[src/rtl/strided_split_pkg.sv]
// Shared lane constants for the strided splitter.
//   NUM_LANES : number of parallel output lanes
//   LANE_W    : width of the lane index
package strided_split_pkg;
  localparam int NUM_LANES = 16;
  localparam int LANE_W    = 4;
endpackage

[src/rtl/strided_index_gen.sv]
// Delay / stride / lane-index sequencer.
// Ports:
//   clk, rst (async active-low)
//   run      : start pulse, reloads the sequencer
//   running  : run-window qualifier
//   stride   : captures per lane minus one
//   delay0   : running cycles skipped before the first capture
//   cap_o    : capture strobe for this cycle
//   lane_o   : lane written when cap_o is high
module strided_index_gen
  import strided_split_pkg::*;
#(
  parameter int DELAY_W = 7
) (
  input  logic               clk,
  input  logic               rst,
  input  logic               run,
  input  logic               running,
  input  logic [DELAY_W-1:0] stride,
  input  logic [DELAY_W-1:0] delay0,
  output logic               cap_o,
  output logic [LANE_W-1:0]  lane_o
);
  logic [DELAY_W-1:0] dly_q, dly_d;
  logic [DELAY_W-1:0] str_q, str_d;
  logic [LANE_W-1:0]  lane_q, lane_d;

  always_ff @(posedge clk or negedge rst) begin
    if (!rst) begin
      dly_q  <= '0;
      str_q  <= '0;
      lane_q <= '0;
    end else begin
      dly_q  <= dly_d;
      str_q  <= str_d;
      lane_q <= lane_d;
    end
  end

  // run has priority over running: a start cycle never captures.
  always_comb begin
    dly_d  = dly_q;
    str_d  = str_q;
    lane_d = lane_q;
    cap_o  = 1'b0;
    if (run) begin
      dly_d  = delay0;
      str_d  = '0;
      lane_d = '0;
    end else if (running) begin
      if (dly_q != '0) begin
        dly_d = dly_q - DELAY_W'(1);
      end else begin
        cap_o = 1'b1;
        if (str_q == stride) begin
          str_d  = '0;
          lane_d = lane_q + LANE_W'(1); // wraps 15 -> 0 naturally
        end else begin
          str_d = str_q + DELAY_W'(1);
        end
      end
    end
  end

  assign lane_o = lane_q;
endmodule

[src/rtl/strided_split.sv]
// Serial-to-parallel strided splitter: each of 16 lanes keeps the last of
// stride+1 consecutive samples of in0, after delay0 skipped running cycles.
// Ports:
//   clk, rst (async active-low)
//   run, running   : start pulse and run-window qualifier
//   in0            : serial data in
//   stride, delay0 : sequencing configuration
//   out0..out15    : lane registers
module strided_split
  import strided_split_pkg::*;
#(
  parameter int DATA_W  = 32,
  parameter int DELAY_W = 7
) (
  input  logic               clk,
  input  logic               rst,
  input  logic               run,
  input  logic               running,
  input  logic [DATA_W-1:0]  in0,
  input  logic [DELAY_W-1:0] stride,
  input  logic [DELAY_W-1:0] delay0,
  output logic [DATA_W-1:0]  out0,
  output logic [DATA_W-1:0]  out1,
  output logic [DATA_W-1:0]  out2,
  output logic [DATA_W-1:0]  out3,
  output logic [DATA_W-1:0]  out4,
  output logic [DATA_W-1:0]  out5,
  output logic [DATA_W-1:0]  out6,
  output logic [DATA_W-1:0]  out7,
  output logic [DATA_W-1:0]  out8,
  output logic [DATA_W-1:0]  out9,
  output logic [DATA_W-1:0]  out10,
  output logic [DATA_W-1:0]  out11,
  output logic [DATA_W-1:0]  out12,
  output logic [DATA_W-1:0]  out13,
  output logic [DATA_W-1:0]  out14,
  output logic [DATA_W-1:0]  out15
);
  logic                               cap;
  logic [LANE_W-1:0]                  lane;
  logic [NUM_LANES-1:0][DATA_W-1:0]   lanes_q;

  strided_index_gen #(.DELAY_W(DELAY_W)) u_idx (
    .clk     (clk),
    .rst     (rst),
    .run     (run),
    .running (running),
    .stride  (stride),
    .delay0  (delay0),
    .cap_o   (cap),
    .lane_o  (lane)
  );

  // Only the addressed lane loads; all others hold.
  always_ff @(posedge clk or negedge rst) begin
    if (!rst) begin
      lanes_q <= '0;
    end else if (cap) begin
      lanes_q[lane] <= in0;
    end
  end

  assign out0  = lanes_q[0];
  assign out1  = lanes_q[1];
  assign out2  = lanes_q[2];
  assign out3  = lanes_q[3];
  assign out4  = lanes_q[4];
  assign out5  = lanes_q[5];
  assign out6  = lanes_q[6];
  assign out7  = lanes_q[7];
  assign out8  = lanes_q[8];
  assign out9  = lanes_q[9];
  assign out10 = lanes_q[10];
  assign out11 = lanes_q[11];
  assign out12 = lanes_q[12];
  assign out13 = lanes_q[13];
  assign out14 = lanes_q[14];
  assign out15 = lanes_q[15];
endmodule

[config.mk]
export PLATFORM = sky130hd
export DESIGN_NAME = strided_split
export DESIGN_NICKNAME = d
export VERILOG_FILES = /design/src/rtl/strided_split_pkg.sv /design/src/rtl/strided_index_gen.sv /design/src/rtl/strided_split.sv
export SDC_FILE = /design/constraint.sdc
export NUM_CORES = 1
export LEC_CHECK = 0
export BUFFER_PORTS_ARGS = -buffer_cell sky130_fd_sc_hd__clkbuf_2
export CORE_AREA = 2 2 216 218
export DETAILED_ROUTE_END_ITERATION = 6
export DIE_AREA = 0 0 218 220
export GPL_TIMING_DRIVEN = 0
export PLACE_DENSITY = 0.79
export SYNTH_ARGS = -nofsm -noshare
export SYNTH_HDL_FRONTEND = slang
export SYNTH_SLANG_ARGS = --single-unit
[constraint.sdc]
create_clock -name clk -period 5.4 [get_ports clk]
set_input_delay 0.81 -clock clk [delete_from_list [all_inputs] [get_ports clk]]
set_output_delay 0.81 -clock clk [all_outputs]
set_load 0.02 [all_outputs]
==> flow_summary.toml, run 1 <==
[cts]
cts_resized = 0
numCtsBuffers = 54
cts_buffer_depth = 3
tritoncts = "done"
clock-sinks = 530
htreeDepth = 2
cts_hold_buf = 0
cts-root-buf = "clkbuf_16"
clk_latency_ns = 0.59
clk_pin_slew_ns = 0.06
post-cts-setup-buffers = 0

[pwr]
switching_share_pct = 22.1
power_frac_comb_pct = 3.9
p_switching_w = 0.00181
pwr-share-seq_pct = 49.2
irDropWorstVdd_mv = 0.273
power.density_mw_per_mm2 = 317
power.total_w = 0.00820
clockPowerShare_pct = 46.9
power_leakage_nw = 14.3
internal_power_w = 0.00639

[timing]
hold_violations = 0
rsz0062_at_grt = "false"
slew_headroom_pct = 17.7
fin_crit_ns = 3.37
finalClockSkew_ns = 0.0113
finalCritPeriodShare_pct = 62.5
worst_slack_ns = 2.03
fmax_ghz = 0.296
worst_slew_pin_slew_ns = 1.23
maxSlewViolCount = 0
finalSetupViolations = 0
hold_ws_ns = 0.306

[routing]
routed-wl-met2_mm = 28.3
vias = 13100
drt_iter0_drc = 630
drtPass1Iterations = 6
route.met3.wl_mm = 4.62
wl_met1_mm = 22.9
drt-wirelength-per-cell_um = 22.8
antenna_left = 0
drc = 0
highest_layer = "met4"
via_per_inst = 5.19
drt_wl_total_mm = 57.7

[placement]
dp.cells = 2430
post-dp-hpwl_mm = 41.5
post-place-ws_ns = 1.90
portBuffers = 559
place.gp.congestion = 0.830
placed_area_mm2 = 0.0240

[yosys]
syn-num-nets = 1317
avgSynthCellArea_um2 = 16.1
ys_seq_elements = 530
syn_inst = 1260
synth_area_mm2 = 0.0203
yosysSeqAreaShare_pct = 65.2
yosysUniqueCellTypes = 40
ys_warn_count = 0

[job]
cap_violations = 0

[worst_setup_path]
ff2ff_setup_slack_ns = 2.03
worstPathArrival_ns = 3.85
end_kind = "flip-flop"
critPathKind = "reg -> reg"
start_kind = "flip-flop"
required_ns = 5.87
cp_max_fo = 10

[final_layout]
drive_gt1_share_pct = 62.9
final_cells = 2532
design_area_mm2 = 0.0259
fillers = 3624
nets = 1936
syn2layout_area_growth_pct = 27.2

[status]
status = "completed"

[floorplanning]
die_width_um = 218
ios = 562
initial_core_util_pct = 44.3
dieHeight_um = 220
rows = 79
die-area_mm2 = 0.0480
core-area_mm2 = 0.0459

[grt]
grt_util_all_layers_pct = 23.5
grt_first_pass_wirelength_mm = 85.1
antenna_found_initial = 0
gr-total-overflow = 0
grt_pass1_vias = 13600
grt_max_degree = 125

[min_path]
hp-class = "in -> async"
-- layout make-up --
type	count	area [um2]	share of cell area (%)
clock inverter	18	201	0.779
antenna	1	2.50	0.00968
sequential	530	13300	51.3
inverter	8	30.0	0.116
multi-input combinational	631	6590	25.5
clock buffer	83	1650	6.39
buffer	91	454	1.76
tap	607	759	2.94
timing repair buffer	563	2920	11.3
-- cells in the mapped netlist --
library cell / count / share of area, %
a211oi_1: 1 / 0.037
nand3_1: 8 / 0.20
and4_1: 1 / 0.043
clkbuf_1: 36 / 0.66
and3_1: 6 / 0.18
nand2b_1: 2 / 0.062
or4_1: 4 / 0.15
buf_4: 18 / 0.66
or3_1: 3 / 0.092
o41ai_1: 1 / 0.043
clkbuf_2: 6 / 0.15
nand4_1: 3 / 0.092
nor4_1: 3 / 0.092
o211ai_1: 1 / 0.037
xnor2_1: 10 / 0.43
or4_4: 1 / 0.055
a31oi_1: 1 / 0.031
nor4b_4: 1 / 0.12
mux2_1: 17 / 0.94
nor3_1: 5 / 0.12
o21ai_0: 11 / 0.27
dfrtp_1: 530 / 65
nand2_1: 15 / 0.28
o31a_1: 2 / 0.086
o21a_1: 1 / 0.037
o221ai_1: 1 / 0.043
nor2_1: 7 / 0.13
inv_1: 8 / 0.15
mux2_2: 499 / 28
ha_1: 7 / 0.43
nor4_2: 2 / 0.12
nor4_4: 1 / 0.10
a21oi_1: 8 / 0.20
a2111oi_0: 1 / 0.043
o31ai_1: 3 / 0.11
buf_2: 30 / 0.74
nor2b_1: 3 / 0.092
o311ai_0: 1 / 0.043
a21o_1: 1 / 0.037
buf_1: 1 / 0.018
-- worst max-delay path, stage by stage, from the launching register on --
cell     delay (ns)
dfrtp_1        0.39
inv_1          0.12
ha_1           0.19
nor2b_1        0.44
nand4_1        0.28
nor3_1         1.00
buf_2          0.47
mux2_2         0.38
-- logic make-up (layout without fill, tap and decap cells) --
group,after synthesis,count (layout),synth area share [%]
AND/OR/NAND/NOR,65,65,1.93
flip-flops,530,530,65.2
multiplexers,516,516,28.6
buffers and inverters,99,763,2.38
other,0,1,0
XOR/XNOR,10,10,0.431
adder cells (fa/ha/maj),7,7,0.431
AO/OA/AOI/OAI,33,33,1.02
-- placed cells by master (no fill, tap or decap), drive strengths merged --
cell type and n:
nand2 15, clkbuf 684, o311ai 1, o211ai 1
buf 53, xnor2 10, o31ai 3, nor4b 1
mux2 516, o41ai 1, a21o 1, a21oi 8
a2111oi 1, a211oi 1, nor4 6, nor2 7
or4 5, nor2b 3, o21ai 11, nand4 3
and3 6, nor3 5, bufinv 4, nand3 8
nand2b 2, or3 3, clkinv 12, o31a 2
ha 7, diode 1, o221ai 1, o21a 1
and4 1, dfrtp 530, inv 10, a31oi 1
-- routing by layer --
metal	GRT usage (%)	vias up
met2	39.1	488
li1	-	5675
met5	0	-
met1	29.1	6868
met3	7.11	110
met4	8.53	0
-- metrics by stage --
step                      utilization [%]   TNS, ns
final                                56.4         0
after floorplan                         -         0
after global routing                 56.4         0
after CTS                            56.4         0
after detailed placement             52.3         0
after global placement               52.1  -4157.59
-- final timing paths --
check                            endpoint            from  cells after the start
min reg2reg                      out7[12]        out7[12]                      1
max reg2reg                      out6[22]  u_idx.dly_q[0]                      7
min in group clk           u_idx.dly_q[6]       delay0[6]                      2
max in group asynchronous        out13[7]             rst                      3
min                              out9[22]             rst                      1
max                              out6[22]  u_idx.dly_q[0]                      7
-- state kept, by name, indices dropped and copies added (netlist names), 32 cells and up --
signal	cells
out15	32
out8	32
out13	32
out11	32
out7	32
out6	32
out10	32
out4	32
out5	32
out2	32
out3	32
out9	32
out14	32
out1	32
out12	32
out0	32
-- power groups by stage --
stage / Clock (W) / Combinational, W / Sequential [W]
global placement: 0 / 0.000306 / 0.00411
global route: 0.00407 / 0.000356 / 0.00403
floorplan: 0 / 0.0000843 / 0.00414
detailed placement: 0 / 0.000326 / 0.00410
CTS: 0.00392 / 0.000328 / 0.00403
finish: 0.00384 / 0.000322 / 0.00403
Note: power is estimated with default switching activity, not from simulation.
==> run 2: changes to the inputs <==
- CORE_AREA: 2 2 216 218 -> 2 2 218 220
- DIE_AREA: 0 0 218 220 -> 0 0 220 222
- PLACE_DENSITY: 0.79 -> 0.8
- clock period: 5.4 -> 2.95 ns (I/O delays scaled with it)
==> run 2 against run 1 <==
  * Clock skew up 0.0094 ns
  * Wire length up 1.4%
  * Flip-flop and latch count unchanged
  * Critical path depth fell by 1
  * Clock-buffer cell count rose by 1
  * Clock power is 75% higher
  * Sequential power rose by 83%
  * Total power rose by 79%
  * Critical path type unchanged
  * Highest routed layer unchanged
==> flow_summary.toml, run 2 (same netlist as run 1, synthesis figures left out) <==
[grt]
grt_max_degree = 122
met3_usage_pct = 6.35
grt_use_met1_pct = 29.3
grt_first_pass_wirelength_mm = 87.6
top_usage_layer = "met2"
antenna_found_initial = 1
grt_pass1_vias = 14200
grt_util_all_layers_pct = 23.7
gr-total-overflow = 0
grtUsageMet2_pct = 39.2

[final_layout]
nets = 1950
mostFrequentLayoutCells = "clkbuf_2, dfrtp_1, mux2_2"
design_area_mm2 = 0.0260
layout_commonest_cell = "clkbuf_2"
syn2layout_area_growth_pct = 27.6
drive_gt1_share_pct = 63.1
num_antenna_cells = 0
finalCoreUtilization_pct = 56.1

[worst_setup_path]
worstPathArrival_ns = 3.31
reg2reg_from = "u_idx.dly_q[2]"
critical_path_buf_inv_count = 2
cp_max_fo = 10
cpPeakStageDelay_ns = 0.60
cp_slowest_cell = "or4_4"
ff2ff_setup_slack_ns = 0.10
r2r_end = "out15[25]"
start_kind = "flip-flop"
critPathKind = "reg -> reg"
path_delay_family = "simple AND/OR/NAND/NOR gates"
required_ns = 3.41
end_kind = "flip-flop"
cp_cell_sequence = "or4_4 > nor3_1 > and3_1 > clkbuf_2 > buf_4 > mux2_2"
r2r_cells = 6

[placement]
place.gp.congestion = 0.794
placed_area_mm2 = 0.0240
post-dp-hpwl_mm = 42.2
portBuffers = 559

[pwr]
power.total_w = 0.0147
power_leakage_nw = 14.3
power.density_mw_per_mm2 = 567
irDropWorstVdd_mv = 0.450

[routing]
drc = 0
drt-wirelength-per-cell_um = 23.1
drtPass1Iterations = 4
via_per_inst = 5.17
drt_wl_total_mm = 58.5
vias = 13100
drt_iter0_drc = 579
antenna_left = 0

[timing]
fmax_ghz = 0.351
fin_tns_setup_ns = 0
hold_violations = 0
fin_crit_ns = 2.85
hold_ws_ns = 0.0810
finalCritPeriodShare_pct = 96.5
worst_slew_pin_slew_ns = 0.755
finalClockSkew_ns = 0.0208
maxSlewViolCount = 0
slew_headroom_pct = 49.6
finalSetupViolations = 0
rsz0062_at_grt = "false"

[floorplanning]
rows = 79
dieHeight_um = 222
ios = 562
initial_core_util_pct = 44.0
core-area_mm2 = 0.0463
die_width_um = 220
die-area_mm2 = 0.0488

[cts]
numCtsBuffers = 54
cts_buffer_depth = 3
htreeDepth = 2
clk_pin_slew_ns = 0.06
clk_latency_ns = 0.59
tritoncts = "done"
cts-root-buf = "clkbuf_16"
clock-sinks = 530

[min_path]
min_from = "delay0[6]"
hp-class = "in -> reg"
whs_endpoint = "u_idx.dly_q[6]"
min_path_cells = 2

[status]
status = "completed"

[job]
cap_violations = 0
run 2: layout make-up:
type	count	area (um2)
Fill cell	3650	20300
Buffer	91	454
Timing Repair Buffer	577	3040
Clock inverter	11	120
Clock buffer	84	1630
Multi-Input combinational cell	631	6660
Inverter	8	30.0
Tap cell	607	759
Sequential cell	530	13300
run 2: per-layer routing:
layer / vias to the layer above / share of wire, %
met3: 136 / 7.1
li1: 5707 / -
met2: 492 / 48
met5: - / 0
met1: 6804 / 40
met4: 0 / 4.1
run 2: through the flow:
stage / cells / setup slack, ns
finish: 2539 / 0.104
floorplan: 1260 / 0.702
detailed placement: 2431 / -0.295
global route: 2539 / 0.0626
global placement: 2426 / -10.03
CTS: 2527 / -0.332
run 2: worst max path at each step:
stage | from | end | slack, ns | cells after the start
floorplan | u_idx.dly_q[3] | out7[15] | 0.70 | 6
global placement | rst | out11[2] | -10.03 | 1
detailed placement | u_idx.dly_q[0] | out6[28] | -0.30 | 7
CTS | u_idx.dly_q[0] | out6[28] | -0.33 | 7
global route | u_idx.dly_q[2] | out13[27] | 0.06 | 6
finish | u_idx.dly_q[2] | out15[25] | 0.10 | 6
run 2: timing repair:
item                                    CTS  global route
setup buffers                             0            12
hold endpoints to repair                 46             0
pin swaps                                 0             4
resized for setup                         3            11
endpoints found under the setup margin  220           214
hold buffers                              1             0
run 2: power by group:
| part | switching, W | internal (W) | total, W |
|---|---|---|---|
| Combinational | 0.000442 | 0.000161 | 0.000603 |
| Clock | 0.00279 | 0.00394 | 0.00673 |
| Sequential | 0.0000450 | 0.00734 | 0.00738 |
